<file path="src/rtl/ben_pkg.sv">
// Shared types, NZP encodings and classification helper for the
// multi-context branch-enable unit.
package ben_pkg;

   typedef logic [2:0] nzp_t;

   localparam nzp_t NZP_N = 3'b100;
   localparam nzp_t NZP_Z = 3'b010;
   localparam nzp_t NZP_P = 3'b001;
   localparam nzp_t NZP_0 = 3'b000;

   typedef enum logic {
      IDLE = 1'b0,
      RESP = 1'b1
   } br_state_t;

   // Width-independent core: callers reduce the bus word to its flags.
   function automatic nzp_t nzp_classify(
      input logic is_neg,
      input logic is_zero,
      input logic unsigned_mode
   );
      nzp_t r;
      r = NZP_P;
      if (is_zero) begin
         r = NZP_Z;
      end else if (is_neg && !unsigned_mode) begin
         r = NZP_N;
      end
      return r;
   endfunction

endpackage

</file>
<file path="src/rtl/ben_unit_mc_classifier.sv">
// Combinational NZP classifier for one DATA_W-bit bus word.
// Shared by the condition-code load path and the request bypass path.
module nzp_classifier
   import ben_pkg::*;
#(
   parameter int DATA_W = 16
) (
   input  logic [DATA_W-1:0] din_i,
   input  logic              unsigned_i,
   output nzp_t              nzp_o
);

   logic is_zero;
   logic is_neg;

   assign is_zero = (din_i == '0);
   assign is_neg  = din_i[DATA_W-1];
   assign nzp_o   = nzp_classify(is_neg, is_zero, unsigned_i);

endmodule

</file>
<file path="src/rtl/ben_unit_mc.sv">
// Multi-context branch-enable unit: per-context NZP registers, legacy
// BEN register and a valid/ready branch-resolve port with taken counter.
module ben_unit_mc
   import ben_pkg::*;
#(
   parameter  int DATA_W  = 16,
   parameter  int NUM_CTX = 4,
   parameter  int CNT_W   = 16,
   parameter  int BYPASS  = 1,
   localparam int CTX_W   = (NUM_CTX > 1) ? $clog2(NUM_CTX) : 1
) (
   input  logic              Clk,
   input  logic              Reset,
   input  logic [DATA_W-1:0] DIN,
   input  logic              LD_CC,
   input  logic [CTX_W-1:0]  CC_CTX,
   input  logic              UNSIGNED,
   input  logic [2:0]        IR_Slice,
   input  logic              LD_BEN,
   input  logic [CTX_W-1:0]  BEN_CTX,
   output logic              BEN_OUT,
   output logic [2:0]        NZP_OUT,
   input  logic              REQ_VALID,
   output logic              REQ_READY,
   input  logic [CTX_W-1:0]  REQ_CTX,
   input  logic [2:0]        REQ_MASK,
   output logic              RESP_VALID,
   input  logic              RESP_READY,
   output logic              RESP_TAKEN,
   input  logic              CLR_CNT,
   output logic [CNT_W-1:0]  TAKEN_CNT
);

   nzp_t        nzp_q [NUM_CTX];
   nzp_t        din_nzp;
   nzp_t        ben_nzp;
   nzp_t        req_nzp;
   nzp_t        nzp_eff;
   logic        cc_ok;
   logic        req_ok;
   logic        cc_hit;
   logic        req_taken;
   logic        accept;
   logic        ben_q;
   logic        taken_q;
   logic        taken_d;
   br_state_t   state_q;
   br_state_t   state_d;
   logic [CNT_W-1:0] cnt_q;
   logic [CNT_W-1:0] cnt_d;

   nzp_classifier #(
      .DATA_W (DATA_W)
   ) u_cls (
      .din_i      (DIN),
      .unsigned_i (UNSIGNED),
      .nzp_o      (din_nzp)
   );

   assign cc_ok  = (int'(CC_CTX) < NUM_CTX);
   assign req_ok = (int'(REQ_CTX) < NUM_CTX);
   assign cc_hit = LD_CC & cc_ok;

   // Out-of-range contexts read back as 000.
   always_comb begin
      ben_nzp = NZP_0;
      req_nzp = NZP_0;
      for (int i = 0; i < NUM_CTX; i++) begin
         if (BEN_CTX == CTX_W'(i)) ben_nzp = nzp_q[i];
         if (REQ_CTX == CTX_W'(i)) req_nzp = nzp_q[i];
      end
   end

   always_comb begin
      nzp_eff = req_nzp;
      if ((BYPASS != 0) && cc_hit && (CC_CTX == REQ_CTX)) begin
         nzp_eff = din_nzp;
      end
   end

   assign req_taken = req_ok & (|(nzp_eff & REQ_MASK));
   assign NZP_OUT   = ben_nzp;

   always_ff @(posedge Clk or negedge Reset) begin
      if (!Reset) begin
         for (int i = 0; i < NUM_CTX; i++) nzp_q[i] <= NZP_0;
      end else begin
         for (int i = 0; i < NUM_CTX; i++) begin
            if (cc_hit && (CC_CTX == CTX_W'(i))) nzp_q[i] <= din_nzp;
         end
      end
   end

   // Legacy path sees the pre-edge NZP, as in the original datapath.
   always_ff @(posedge Clk or negedge Reset) begin
      if (!Reset) begin
         ben_q <= 1'b0;
      end else if (LD_BEN) begin
         ben_q <= |(ben_nzp & IR_Slice);
      end
   end

   assign BEN_OUT = ben_q;

   always_comb begin
      state_d   = state_q;
      taken_d   = taken_q;
      REQ_READY = 1'b0;
      unique case (state_q)
         IDLE: REQ_READY = 1'b1;
         RESP: REQ_READY = RESP_READY;
         default: REQ_READY = 1'b0;
      endcase
      accept = REQ_VALID & REQ_READY;
      if (accept) begin
         state_d = RESP;
         taken_d = req_taken;
      end else if (state_q == RESP && RESP_READY) begin
         state_d = IDLE;
         taken_d = 1'b0;
      end
   end

   always_ff @(posedge Clk or negedge Reset) begin
      if (!Reset) begin
         state_q <= IDLE;
         taken_q <= 1'b0;
      end else begin
         state_q <= state_d;
         taken_q <= taken_d;
      end
   end

   assign RESP_VALID = (state_q == RESP);
   assign RESP_TAKEN = taken_q;

   always_comb begin
      cnt_d = cnt_q;
      if (CLR_CNT) begin
         cnt_d = '0;
      end else if (RESP_VALID && RESP_READY && RESP_TAKEN
                   && (cnt_q != '1)) begin
         cnt_d = cnt_q + 1'b1;
      end
   end

   always_ff @(posedge Clk or negedge Reset) begin
      if (!Reset) begin
         cnt_q <= '0;
      end else begin
         cnt_q <= cnt_d;
      end
   end

   assign TAKEN_CNT = cnt_q;

endmodule

</file>
<file path="config.mk">
export PLATFORM = sky130hd
export DESIGN_NAME = ben_unit_mc
export DESIGN_NICKNAME = d
export VERILOG_FILES = /design/src/rtl/ben_pkg.sv /design/src/rtl/ben_unit_mc_classifier.sv /design/src/rtl/ben_unit_mc.sv
export SDC_FILE = /design/constraint.sdc
export NUM_CORES = 1
export LEC_CHECK = 0
export ABC_AREA = 1
export CAP_MARGIN = 40
export CORE_MARGIN = 1
export CORE_UTILIZATION = 30
export DETAILED_ROUTE_END_ITERATION = 8
export PLACE_DENSITY = 0.63
export SYNTH_ARGS = -nofsm -noshare
export SYNTH_HDL_FRONTEND = slang
export SYNTH_SLANG_ARGS = --single-unit
</file>
<file path="constraint.sdc">
create_clock -name Clk -period 1.75 [get_ports Clk]
set_input_delay 0.2625 -clock Clk [delete_from_list [all_inputs] [get_ports Clk]]
set_output_delay 0.2625 -clock Clk [all_outputs]
set_load 0.02 [all_outputs]
</file>
Word level (Yosys, flattened, before mapping)
Cells that the tools add are included.
{"block": "totals", "reg_bits": 31, "latchBits": 0, "ram_bits": 0, "romBits": 0, "inputBits": 36, "out_inout_bits": 23, "word_cells": 59, "memories": 0}
{"block": "classes", "n_addsub": 1, "n_mul": 0, "div_mod_pow": 0, "order_cmp": 0, "eq_ne": 11, "n_shift": 0, "n_mux": 17, "bitwise": 4, "reduce_logical": 18}
{"operator": "$mux W3", "n": 11}
{"operator": "$mux W16", "n": 2}
{"operator": "$add A16 B1 Y16 const B", "n": 1}
{"operator": "$logic_not A16 Y1", "n": 1}
{"operator": "$ne A16 B16 Y1 const B", "n": 1}
{"operator": "$eq A2 B2 Y1 const B", "n": 6}
{"operator": "$logic_and A1 B1 Y1", "n": 9}
{"operator": "$and A3 B3 Y3", "n": 2}
{"operator": "$eq A2 B1 Y1 const B", "n": 3}
{"operator": "$logic_not A2 Y1", "n": 3}
{"operator": "$reduce_or A3 Y1", "n": 2}
{"operator": "$reduce_bool A2 Y1", "n": 2}
{"operator": "$mux W1", "n": 3}
{"operator": "$eq A2 B2 Y1", "n": 1}
{"operator": "$pmux W1 S2", "n": 1}
{"operator": "$and A1 B1 Y1", "n": 1}
{"operator": "$logic_not A1 Y1", "n": 1}
{"operator": "$not A1 Y1", "n": 1}

Longest topological paths before layout
{"block": "logic_depth", "depth_word": 9, "depth_mapped": 11, "ltp_nobuf": 11}

By module
From an unflattened synthesis, not the netlist that was laid out.
{"block": "unflattened", "hier_cells": 295, "area_unflattened_um2": 2028.2}
{"mod": "ben_unit_mc", "n_inst": 1, "cells_each": 276, "area_each_um2": 1949.4, "seq_area_each_um2": 775.7}
{"mod": "nzp_classifier", "n_inst": 1, "cells_each": 19, "area_each_um2": 78.8, "seq_area_each_um2": 0.0}

Least setup slack after synthesis
OpenSTA, ideal clock, no wires.
{"block": "synth_path", "path_kind": "register to register", "from": "register cnt_q[0], in the netlist TAKEN_CNT[0]", "to": "register cnt_q[8], in the netlist TAKEN_CNT[8]", "setup_ps": 66, "arrival_time_ps": 1521, "t_required_ps": 1684, "slack_ps": 164, "stages_incl_launch_ff": 8, "path_buffers": 1, "synth_period_minus_slack_ps": 1586, "cell_sequence": "dfrtp_1 ha_1 nand3_2 nor2_4 a31oi_4 buf_2 nand4_1 nand2_1"}
{"block": "synth_via", "elab_chain_len": 3, "word_cells_on_any_way": 6, "cone_classes": "1 x add/sub; 1 x eq/ne; 2 x mux; 2 x reduce/logical"}
{"element": "start: declaration", "line": "ben_unit_mc.sv:49", "rtl": "logic [CNT_W-1:0] cnt_q;"}
{"element": "start signal: assignment", "line": "ben_unit_mc.sv:151", "rtl": "cnt_q <= cnt_d;"}
{"element": "$add A16 B1 Y16 or $ne A16 B16 Y1 (tied branches)", "line": "ben_unit_mc.sv:143, ben_unit_mc.sv:142"}
{"element": "$mux W16 or $logic_and A1 B1 Y1 (tied branches)", "line": "ben_unit_mc.sv:141, ben_unit_mc.sv:142"}
{"element": "$mux W16 or $reduce_bool A2 Y1 (tied branches)"}
Parallel ways exist; a longest one is shown, timed or not. The select of a mux whose other input is x is not followed.
A chain may end at the register's enable or synchronous reset.

Final worst setup path
{"block": "layout_path", "from": "register cnt_q[7], in the netlist TAKEN_CNT[7]", "to": "output port TAKEN_CNT[7]"}
{"element": "end: declaration", "line": "ben_unit_mc.sv:31", "rtl": "output logic [CNT_W-1:0] TAKEN_CNT"}
No word-level cell between the ends.

==> reports/qor.json <==
{
  "status": {"value": "completed"},
  "cts_buffer_depth": {"value": 2},
  "num_vias": {"value": 2074},
  "netlist.top_cell.by_area": {"value": "sky130_fd_sc_hd__dfrtp_1"},
  "worstPathRequired": {"value": 1.49, "unit": "ns"},
  "cts_tree": {"value": "done"},
  "powerDensity": {"value": 661, "unit": "nW/um^2"},
  "grt_first_pass_wirelength": {"value": 9.27, "unit": "mm"},
  "clk_transition_reported_paths": {"value": 0.07, "unit": "ns"},
  "grt_setup_unrepaired": {"value": "no"},
  "synthTopCellsByArea": {"value": "sky130_fd_sc_hd__dfrtp_1 39%, sky130_fd_sc_hd__nand2_1 19%, sky130_fd_sc_hd__inv_1 7.2%, sky130_fd_sc_hd__nor2_1 6.5%, sky130_fd_sc_hd__o21ai_0 6.3%"},
  "cts_buffers": {"value": 5},
  "placedInstanceArea": {"value": 2790, "unit": "sq um"},
  "die-area": {"value": 6920, "unit": "sq um"},
  "synth_warn": {"value": 0},
  "critPathArrivalTime": {"value": 1.41, "unit": "ns"},
  "clkSinkCount": {"value": 31},
  "worst_hold_path_type": {"value": "primary input to async pin"},
  "critical_path.max_stage_delay": {"value": 0.65, "unit": "ns"},
  "finalCritPeriodShare": {"value": 95.6, "unit": "%"},
  "count_of_final_setup_violators": {"value": 0},
  "placement.io_buffers": {"value": 58},
  "ys_seq_area_share": {"value": 39.2, "unit": "%"},
  "worst-setup-path-type": {"value": "register to output pin"},
  "worst_clock_skew": {"value": 0.000978, "unit": "ns"},
  "cts_root_buffer": {"value": "sky130_fd_sc_hd__clkbuf_8"},
  "max_cap_viols": {"value": 0},
  "grt_max_degree": {"value": 32},
  "final_net_count": {"value": 413},
  "reg2reg_setup_slack": {"value": 0.18, "unit": "ns"},
  "layout_min_cycle_time": {"value": 1.67, "unit": "ns"},
  "clock_latency": {"value": 0.28, "unit": "ns"},
  "wire_per_inst": {"value": 11.7, "unit": "microns"},
  "routed_wirelength": {"value": 5.30, "unit": "mm"},
  "storage_cell_area": {"value": 776, "unit": "sq um"},
  "r2r_start": {"value": "TAKEN_CNT[0]"},
  "crit_path_end": {"value": "TAKEN_CNT[7]"},
  "endpoint_kind": {"value": "output pin"},
  "most_frequent_cells_in_the_layout": {"value": "101 x sky130_fd_sc_hd__nand2_1, 52 x sky130_fd_sc_hd__clkdlybuf4s50_1, 37 x sky130_fd_sc_hd__inv_1, 34 x sky130_fd_sc_hd__nor2_1, 31 x sky130_fd_sc_hd__dfrtp_1"},
  "io_pins": {"value": 59},
  "postSynthNetCount": {"value": 330},
  "cell_family_with_most_cp_delay": {"value": "buffers and inverters"},
  "slew_headroom": {"value": 70.7, "unit": "%"},
  "cts_setup_buffers": {"value": 0},
  "timing.critical_path.depth": {"value": 1},
  "grt_pass1_vias": {"value": 2068},
  "timing_hold_violations_final": {"value": 0},
  "post_synthesis_instance_area": {"value": 1980, "unit": "sq um"},
  "route.antenna.remaining_nets": {"value": 0},
  "drtPass1Iterations": {"value": 4},
  "rows": {"value": 29},
  "drt_iter0_drc": {"value": 82},
  "drt_drc_violations_left": {"value": 0},
  "critical_path.cell_chain": {"value": "clkdlybuf4s50_1"},
  "area_fraction_of_the_dominant_cell_type_after_synthesis": {"value": 39.2, "unit": "%"},
  "multi_input_gate_area": {"value": 1040, "unit": "sq um"},
  "vdd_ir_drop_max": {"value": 0.000432, "unit": "V"},
  "htreeDepth": {"value": 2},
  "global_route.usage.total": {"value": 16.2, "unit": "%"},
  "die_w": {"value": 83.2, "unit": "microns"},
  "grt_remaining_overflow": {"value": 0},
  "r2r_depth": {"value": 8},
  "timing.critical_path.from_type": {"value": "register"},
  "detail_route.vias_per_cell": {"value": 4.57},
  "die_span_y": {"value": 83.2, "unit": "microns"},
  "finalPower": {"value": 1920, "unit": "uW"},
  "floorplan.core_area": {"value": 6350, "unit": "sq um"},
  "initial_core_util": {"value": 31.2, "unit": "%"},
  "antennaDiodeCount": {"value": 0},
  "transition_time_of_the_tightest_slew_check_pin": {"value": 0.440, "unit": "ns"},
  "fraction_of_layout_cells_with_a_size_suffix_above_1": {"value": 10.3, "unit": "%"},
  "antenna_found_initial": {"value": 0},
  "lkg_pwr": {"value": 0.00140, "unit": "uW"},
  "place_ws": {"value": -0.441, "unit": "ns"},
  "postSynthRegisterBits": {"value": 31},
  "yosys.cell_types.count": {"value": 23},
  "setup_ws": {"value": 0.0771, "unit": "ns"},
  "worst_setup_sp": {"value": "TAKEN_CNT[7]"},
  "finalInstanceArea": {"value": 2900, "unit": "sq um"},
  "area.growth.synth_to_final": {"value": 46.6, "unit": "%"},
  "filler_cell_count": {"value": 647},
  "hpwlAfterDp": {"value": 4.13, "unit": "mm"},
  "globalplace.congestion": {"value": 0.906},
  "aggregate_negative_setup_slack": {"value": 0, "unit": "ns"},
  "finalNonFillerCells": {"value": 454},
  "r2r-end": {"value": "TAKEN_CNT[14]"},
  "synthesis.area_per_instance": {"value": 6.75, "unit": "sq um"},
  "path_buf_inv": {"value": 1},
  "fmax": {"value": 598, "unit": "MHz"},
  "path_max_fanout": {"value": 6},
  "layout.cells.most_common": {"value": "sky130_fd_sc_hd__nand2_1"},
  "final_max_slew_viol_count": {"value": 0},
  "worst_path_max_delay_cell": {"value": "sky130_fd_sc_hd__clkdlybuf4s50_1"},
  "synthesized_instance_count": {"value": 293},
  "dp_cells": {"value": 446}
}
[per-layer routing]
layer  vias up  share of wire [%]  track usage [%]
li1       1095                  -                -
met1       917                 46             20.6
met2        50                 48             28.2
met3        12                4.4             2.98
met4         0                1.9             4.55
met5         -                  0                0
[what timing repair did]
| item | CTS | global route |
|---|---|---|
| endpoints found under the setup margin | 4 | 3 |
| pin swaps | 0 | 0 |
| gates resized for setup | 16 | 4 |
| hold buffers | 0 | 0 |
[area by class of cell]
| cell class | count | share of cell area, % |
|---|---|---|
| flip-flops and latches | 31 | 26.8 |
| multi-input cells | 221 | 35.9 |
| inverters | 38 | 4.92 |
| well taps | 77 | 3.32 |
| repair buffers | 79 | 25.1 |
| clock buffers | 6 | 2.85 |
| clock inverters | 2 | 1.21 |
[Yosys cell counts (all sizes together)]
master  number
o21bai       1
nand2      101
nand4        5
or2          1
o211ai       2
nand3b       5
ha           1
a21oi        2
dfrtp       31
a31oi        1
buf          3
o21ai       25
nor2        37
o21a         1
inv         38
nor3         7
nand3       24
xor2         8
[worst min path at each step]
stage / to / start / slack, ns
3_5_place_dp: nzp_q[10] / nzp_q[10] / 0.48
6_report: TAKEN_CNT[14] / Reset / 0.36
4_1_cts: TAKEN_CNT[15] / Reset / 0.38
5_1_grt: BEN_OUT / Reset / 0.41
2_1_floorplan: BEN_OUT / Reset / -0.03
3_3_place_gp: nzp_q[7] / nzp_q[7] / 0.47
[kinds of logic (layout without fill, tap and decap cells)]
logic type | Yosys count | count (layout) | synth area share, %
buffers and inverters | 41 | 125 | 8.22
xor gates and xnor gates | 8 | 8 | 3.54
adders and majority gates | 1 | 1 | 0.632
AOI/OAI and AO/OA | 32 | 32 | 9.42
DFF | 31 | 31 | 39.2
and+or+nand+nor | 180 | 180 | 39.0
[state kept, by name, indices dropped and copies added, names as in the netlist]
register and flops:
nzp_q 12, TAKEN_CNT 16, RESP_VALID 1, BEN_OUT 1, RESP_TAKEN 1
[metrics by stage]
stage	hold WS (ns)	utilization [%]
detailed placement	0.479	44.0
global route	0.408	45.7
finish	0.356	45.7
floorplan	-0.0331	-
CTS	0.381	45.6
global placement	0.473	44.0
[report_power, final]
part	total [uW]	leakage, uW	internal, uW	switching [uW]
clock	744	0.0000612	461	283
combinational	390	0.000925	188	202
sequential	784	0.000414	757	26.9
total	1920	0.00140	1400	513
Power figures use the tool's default switching activity.
